`src/rtl/uart_rx_ctrl.sv`:
```
`default_nettype none
// ============================================================================
// Module      : uart_rx_ctrl
// Description : UART RX frame sequencer: oversampling edge/bit counters,
//               checker/deserializer enables and clean-frame data_valid pulse.
// Revision    : 1.0 - initial release
// ============================================================================
module uart_rx_ctrl #(
    parameter int DATA_WIDTH = 8
) (
    input  logic       CLK,
    input  logic       RST,
    input  logic       RX_IN,
    input  logic [5:0] PRESCALE,
    input  logic       PAR_EN,
    input  logic       strt_glitch,
    input  logic       par_err,
    input  logic       stp_err,
    output logic [5:0] edge_cnt,
    output logic [3:0] bit_cnt,
    output logic       dat_samp_en,
    output logic       strt_chk_en,
    output logic       deser_en,
    output logic       par_chk_en,
    output logic       stp_chk_en,
    output logic       data_valid,
    output logic       busy
);

    typedef enum logic [2:0] {
        S_IDLE   = 3'd0,
        S_START  = 3'd1,
        S_DATA   = 3'd2,
        S_PARITY = 3'd3,
        S_STOP   = 3'd4
    } state_t;

    localparam logic [3:0] c_LAST_DATA = 4'(DATA_WIDTH);

    state_t     r_state;
    state_t     w_state_nxt;
    logic [5:0] r_edge_cnt;
    logic [5:0] w_edge_nxt;
    logic [3:0] r_bit_cnt;
    logic [3:0] w_bit_nxt;
    logic       r_par_en;
    logic       w_par_en_nxt;
    logic       r_chk_pend;
    logic       w_chk_pend_nxt;
    logic       w_bit_end;

    assign w_bit_end = (r_edge_cnt == PRESCALE);

    always_ff @(posedge CLK or posedge RST) begin
        if (RST) begin
            r_state    <= S_IDLE;
            r_edge_cnt <= 6'd0;
            r_bit_cnt  <= 4'd0;
            r_par_en   <= 1'b0;
            r_chk_pend <= 1'b0;
        end else begin
            r_state    <= w_state_nxt;
            r_edge_cnt <= w_edge_nxt;
            r_bit_cnt  <= w_bit_nxt;
            r_par_en   <= w_par_en_nxt;
            r_chk_pend <= w_chk_pend_nxt;
        end
    end

    always_comb begin
        w_state_nxt    = r_state;
        w_par_en_nxt   = r_par_en;
        w_chk_pend_nxt = 1'b0;
        w_edge_nxt     = w_bit_end ? 6'd1 : r_edge_cnt + 6'd1;
        w_bit_nxt      = w_bit_end ? r_bit_cnt + 4'd1 : r_bit_cnt;
        case (r_state)
            S_IDLE: begin
                w_edge_nxt = 6'd0;
                w_bit_nxt  = 4'd0;
                if (!RX_IN) begin
                    w_state_nxt  = S_START;
                    w_edge_nxt   = 6'd1;
                    w_par_en_nxt = PAR_EN;
                end
            end
            S_START: begin
                if (w_bit_end) w_state_nxt = S_DATA;
            end
            S_DATA: begin
                // Start checker result lands one cycle after the start bit ends
                if (r_bit_cnt == 4'd1 && r_edge_cnt == 6'd1 && strt_glitch) begin
                    w_state_nxt = S_IDLE;
                    w_edge_nxt  = 6'd0;
                    w_bit_nxt   = 4'd0;
                end else if (w_bit_end && r_bit_cnt == c_LAST_DATA) begin
                    w_state_nxt = r_par_en ? S_PARITY : S_STOP;
                end
            end
            S_PARITY: begin
                if (w_bit_end) w_state_nxt = S_STOP;
            end
            S_STOP: begin
                if (w_bit_end) begin
                    w_chk_pend_nxt = 1'b1;
                    w_bit_nxt      = 4'd0;
                    if (!RX_IN) begin
                        w_state_nxt = S_START;
                        w_edge_nxt  = 6'd1;
                    end else begin
                        w_state_nxt = S_IDLE;
                        w_edge_nxt  = 6'd0;
                    end
                end
            end
            default: begin
                w_state_nxt = S_IDLE;
                w_edge_nxt  = 6'd0;
                w_bit_nxt   = 4'd0;
            end
        endcase
    end

    always_comb begin
        dat_samp_en = 1'b0;
        strt_chk_en = 1'b0;
        deser_en    = 1'b0;
        par_chk_en  = 1'b0;
        stp_chk_en  = 1'b0;
        case (r_state)
            S_START: begin
                strt_chk_en = 1'b1;
                dat_samp_en = 1'b1;
            end
            S_DATA: begin
                dat_samp_en = 1'b1;
                deser_en    = 1'b1;
            end
            S_PARITY: begin
                par_chk_en  = 1'b1;
                dat_samp_en = 1'b1;
            end
            S_STOP: begin
                stp_chk_en  = 1'b1;
                dat_samp_en = 1'b1;
            end
            default: ;
        endcase
    end

    assign edge_cnt   = r_edge_cnt;
    assign bit_cnt    = r_bit_cnt;
    assign busy       = (r_state != S_IDLE);
    assign data_valid = r_chk_pend & ~stp_err & ~(r_par_en & par_err);

endmodule
`default_nettype wire

```
`config.mk`:
```
export PLATFORM = sky130hd
export DESIGN_NAME = uart_rx_ctrl
export DESIGN_NICKNAME = d
export VERILOG_FILES = /design/src/rtl/uart_rx_ctrl.sv
export SDC_FILE = /design/constraint.sdc
export NUM_CORES = 1
export LEC_CHECK = 0
export BUFFER_PORTS_ARGS = -buffer_cell sky130_fd_sc_hd__buf_2
export CAP_MARGIN = 5
export CORE_MARGIN = 2
export CORE_UTILIZATION = 51
export CTS_CLUSTER_DIAMETER = 50
export DETAILED_ROUTE_END_ITERATION = 8
export PLACE_DENSITY_LB_ADDON = 0.08
export REMOVE_ABC_BUFFERS = 1
export SYNTH_ARGS = -nofsm -noshare
export SYNTH_HDL_FRONTEND = slang
export SYNTH_SLANG_ARGS = --single-unit
```
`constraint.sdc`:
```
create_clock -name CLK -period 5.45 [get_ports CLK]
set_input_delay 0.545 -clock CLK [delete_from_list [all_inputs] [get_ports CLK]]
set_output_delay 0.545 -clock CLK [all_outputs]
set_load 0.01 [all_outputs]
```
==> results.md <==
- Req. time, crit path: approximately 5.6 ns
- CTS H-Tree Depth: 1
- Max-Cap Viols: 0
- All-Layer GR Usage: a little over a fifth
- #FFs+latches synth: 15
- Die area: ~2300 um^2
- Filler cells: roughly 150
- Yosys top cell area share: around 38%
- Hold-fix buffers, CTS: 0
- Primary FF master, synth: dfrtp_1
- RD Place Congestion: ~0.79
- Largest net degree at the start of global routing: 16
- GRT Residual Overflow: 0
- Core Box Area: approximately 1800 um^2
- Post-synth ARST share: 100%
- Clock Sinks: 15
- First-pass GRT wire length: around 3600 um
- Skew final: a little under 0.006 ns
- Cell Area, Synth: 996 um^2
- Slew margin rel.: 61.1%
- Finished layout cell area: 1190 um^2
- Worst IR drop on VDD: between 200 and 300 uV
- 1st-iter DRT viols: 22
- Cells after DPL: about 150
- Outcome: finished clean
- PD cells: ~460 nW/um^2
- Antenna fix cells: 0
- Critical Path Start Type: register
- Finish-stage setup viols: 0
- Initial antenna violation count: 0
- Yosys cell types: 39
- Synth area leaders: dfrtp_1 38%, xor2_1 7.9%, ha_1 7.5%
- Critical path type: reg -> reg
- Cells after synthesis: around 100
- First-pass iteration count of the detailed router: 4
- CTS Buffer Depth: 2
- Fraction of the mapped netlist area in simple logic gates: 19.7%
- Main combinational cell family by area after synthesis: simple AND/OR/NAND/NOR gates
- Die Width: just under 50 um
- Clk_lat worst skew: 0.28 ns
- Worst-path clk slew: ~0.09 ns
- Vias in the first global route: approximately 840
- DRC: 0
- HP Class: in -> async
- Pleak: approximately 0.00060 uW
- WHS: roughly 0.31 ns
- Clock Root Buffer: clkbuf_4
- Synth Area in Compound Gates: between 10% and 20%
- Min Tclk post-route: between 2 and 2.5 ns
- Unrepaired setup endpoints after global routing: false
- EDFF count, synth: 0
- Setup tns final: 0 ns
- Yosys top cell by area: dfrtp_1
- DR vias: around 900
- I/O pins: 30
- PortBufs: 29
- Achievable Freq: about 0.42 GHz
- Starting Density: roughly 56%
- Via density: 5.61
- CTS tree: built
- Drt total wl: around 2200 um
- Nets@finish: approximately 150
- DRT antenna net count: 0
- Die height: just under 50 um
- Worst-margin pin slew: just under 0.6 ns
- Synth Warn #: 0
- Post CTS Setup Buffer Count: 0
- Synth Area in XOR/XNOR: around a tenth
- Resized cells post-CTS: 0
- Post-Synth Adder-Cell Area: around 7.5%
- Critical path capture point type: register
- Final worst-path cycle share: 44.0%
- DP Area: about 1200 um^2
- Worst EP arrival: ~2.6 ns
- Sequential fraction of the synthesis area: roughly 38%
- Area grow syn2layout: 19.1%
- Mux cell area share after synthesis: approximately 3.0%
- Final Max Slew Viols: 0
- Avg Cell Area, Syn: roughly 9.9 um^2
- Non-filler cells in the finished layout: 157
- CTS buffer count: 3
- WL/cell: between 10 and 15 um
- # rows: 15
- Dpl hpwl: 1750 um
- Layout cells sized above 1: 31.8%
- Count of final hold-check violations: 0
- Overall Power: 549 uW
- Critical-path maximum fanout: 4
## cell usage in the layout, fill, tap and decap left out, types with 2 or more instances in the layout
| cell | synthesis | layout |
|---|---|---|
| mux2_4 | 2 | 2 |
| nor2_1 | 10 | 10 |
| nor3b_1 | 2 | 2 |
| o2bb2ai_1 | 2 | 2 |
| inv_1 | 10 | 10 |
| dfrtp_1 | 15 | 15 |
| buf_2 | 0 | 29 |
| xor2_1 | 9 | 9 |
| and3_1 | 3 | 3 |
| nand2_1 | 5 | 5 |
| ha_1 | 6 | 6 |
| nand3_1 | 3 | 3 |
| xnor2_1 | 3 | 3 |
| a22oi_1 | 2 | 2 |
| clkbuf_4 | 0 | 3 |
| and2_1 | 2 | 2 |
| o21ai_0 | 3 | 3 |
## logic make-up (layout without fill, tap and decap cells)
family / count (synthesis) / count (layout)
AND/OR/NAND/NOR: 34 / 34
AO/OA/AOI/OAI: 20 / 20
flip-flops: 15 / 15
XOR/XNOR: 12 / 12
buffers and inverters: 12 / 43
adder cells (fa/ha/maj): 6 / 6
multiplexers: 2 / 2
## metrics by stage
step	setup WS, ns	utilization (%)
floorplan	3.21	-
global placement	3.18	65.1
detailed placement	3.06	65.1
CTS	3.06	66.5
global route	2.95	66.5
finish	3.05	66.5
## cells in the mapped netlist (all sizes together), types with 2 or more instances
master   number
a22o          2
nand2         5
xnor2         3
and3          3
o21ai         4
nor3b         2
xor2          9
ha            6
o2bb2ai       2
dfrtp        15
and2          2
nor2         10
inv          10
nand3         3
a22oi         2
mux2          2
## critical path, stage by stage, from the launching register on
cell and delay, ns:
dfrtp_1 0.41, inv_1 0.11, ha_1 0.16, or3b_1 0.36
a221oi_1 0.38, a22oi_1 0.16, a221o_2 0.39, mux2_4 0.32
## final timing paths
kind / slack (ns) / startpoint / cells past startpoint / end
max in group asynchronous: 4.75 / RST / 2 / bit_cnt[3]$_DFF_PP0_
setup / recovery: 3.05 / bit_cnt[1]$_DFF_PP0_ / 7 / r_state[1]$_DFFE_PP0P_
setup reg to reg: 3.05 / bit_cnt[1]$_DFF_PP0_ / 7 / r_state[1]$_DFFE_PP0P_
hold / removal: 0.31 / RST / 2 / edge_cnt[3]$_DFF_PP0_
hold reg to reg: 0.56 / bit_cnt[2]$_DFF_PP0_ / 1 / bit_cnt[2]$_DFF_PP0_
min in group CLK: 0.47 / PAR_EN / 3 / r_par_en$_DFFE_PP0P_
## area by class of cell
cell class	instances	area, um^2	area share, %
clock buffer	4	26.3	2.22
inverter	10	37.5	3.16
multi-input combinational	74	571	48.1
sequential	15	375	31.6
tap	25	31.3	2.64
timing repair buffer	29	145	12.2
## metal layers
metal	vias up	global-route usage [%]	wire, um
met5	-	0	0
met3	6	2.96	164
met2	44	35.8	1010
met4	0	8.11	36
met1	413	29.1	1020
li1	418	-	-
## state kept, by name, summed over array words and instances, names as in the netlist
register    flops
r_chk_pend      1
r_par_en        1
r_state         3
bit_cnt         4
edge_cnt        6
## where the power goes
| part | switching [uW] | total, uW | internal (uW) | leakage [uW] |
|---|---|---|---|---|
| combinational | 156 | 294 | 138 | 0.000387 |
| sequential | 51.4 | 192 | 140 | 0.000199 |
| clock | 34.2 | 62.6 | 28.4 | 0.0000150 |
| total | 242 | 549 | 307 | 0.000601 |
(Power assumes the default switching activity.)
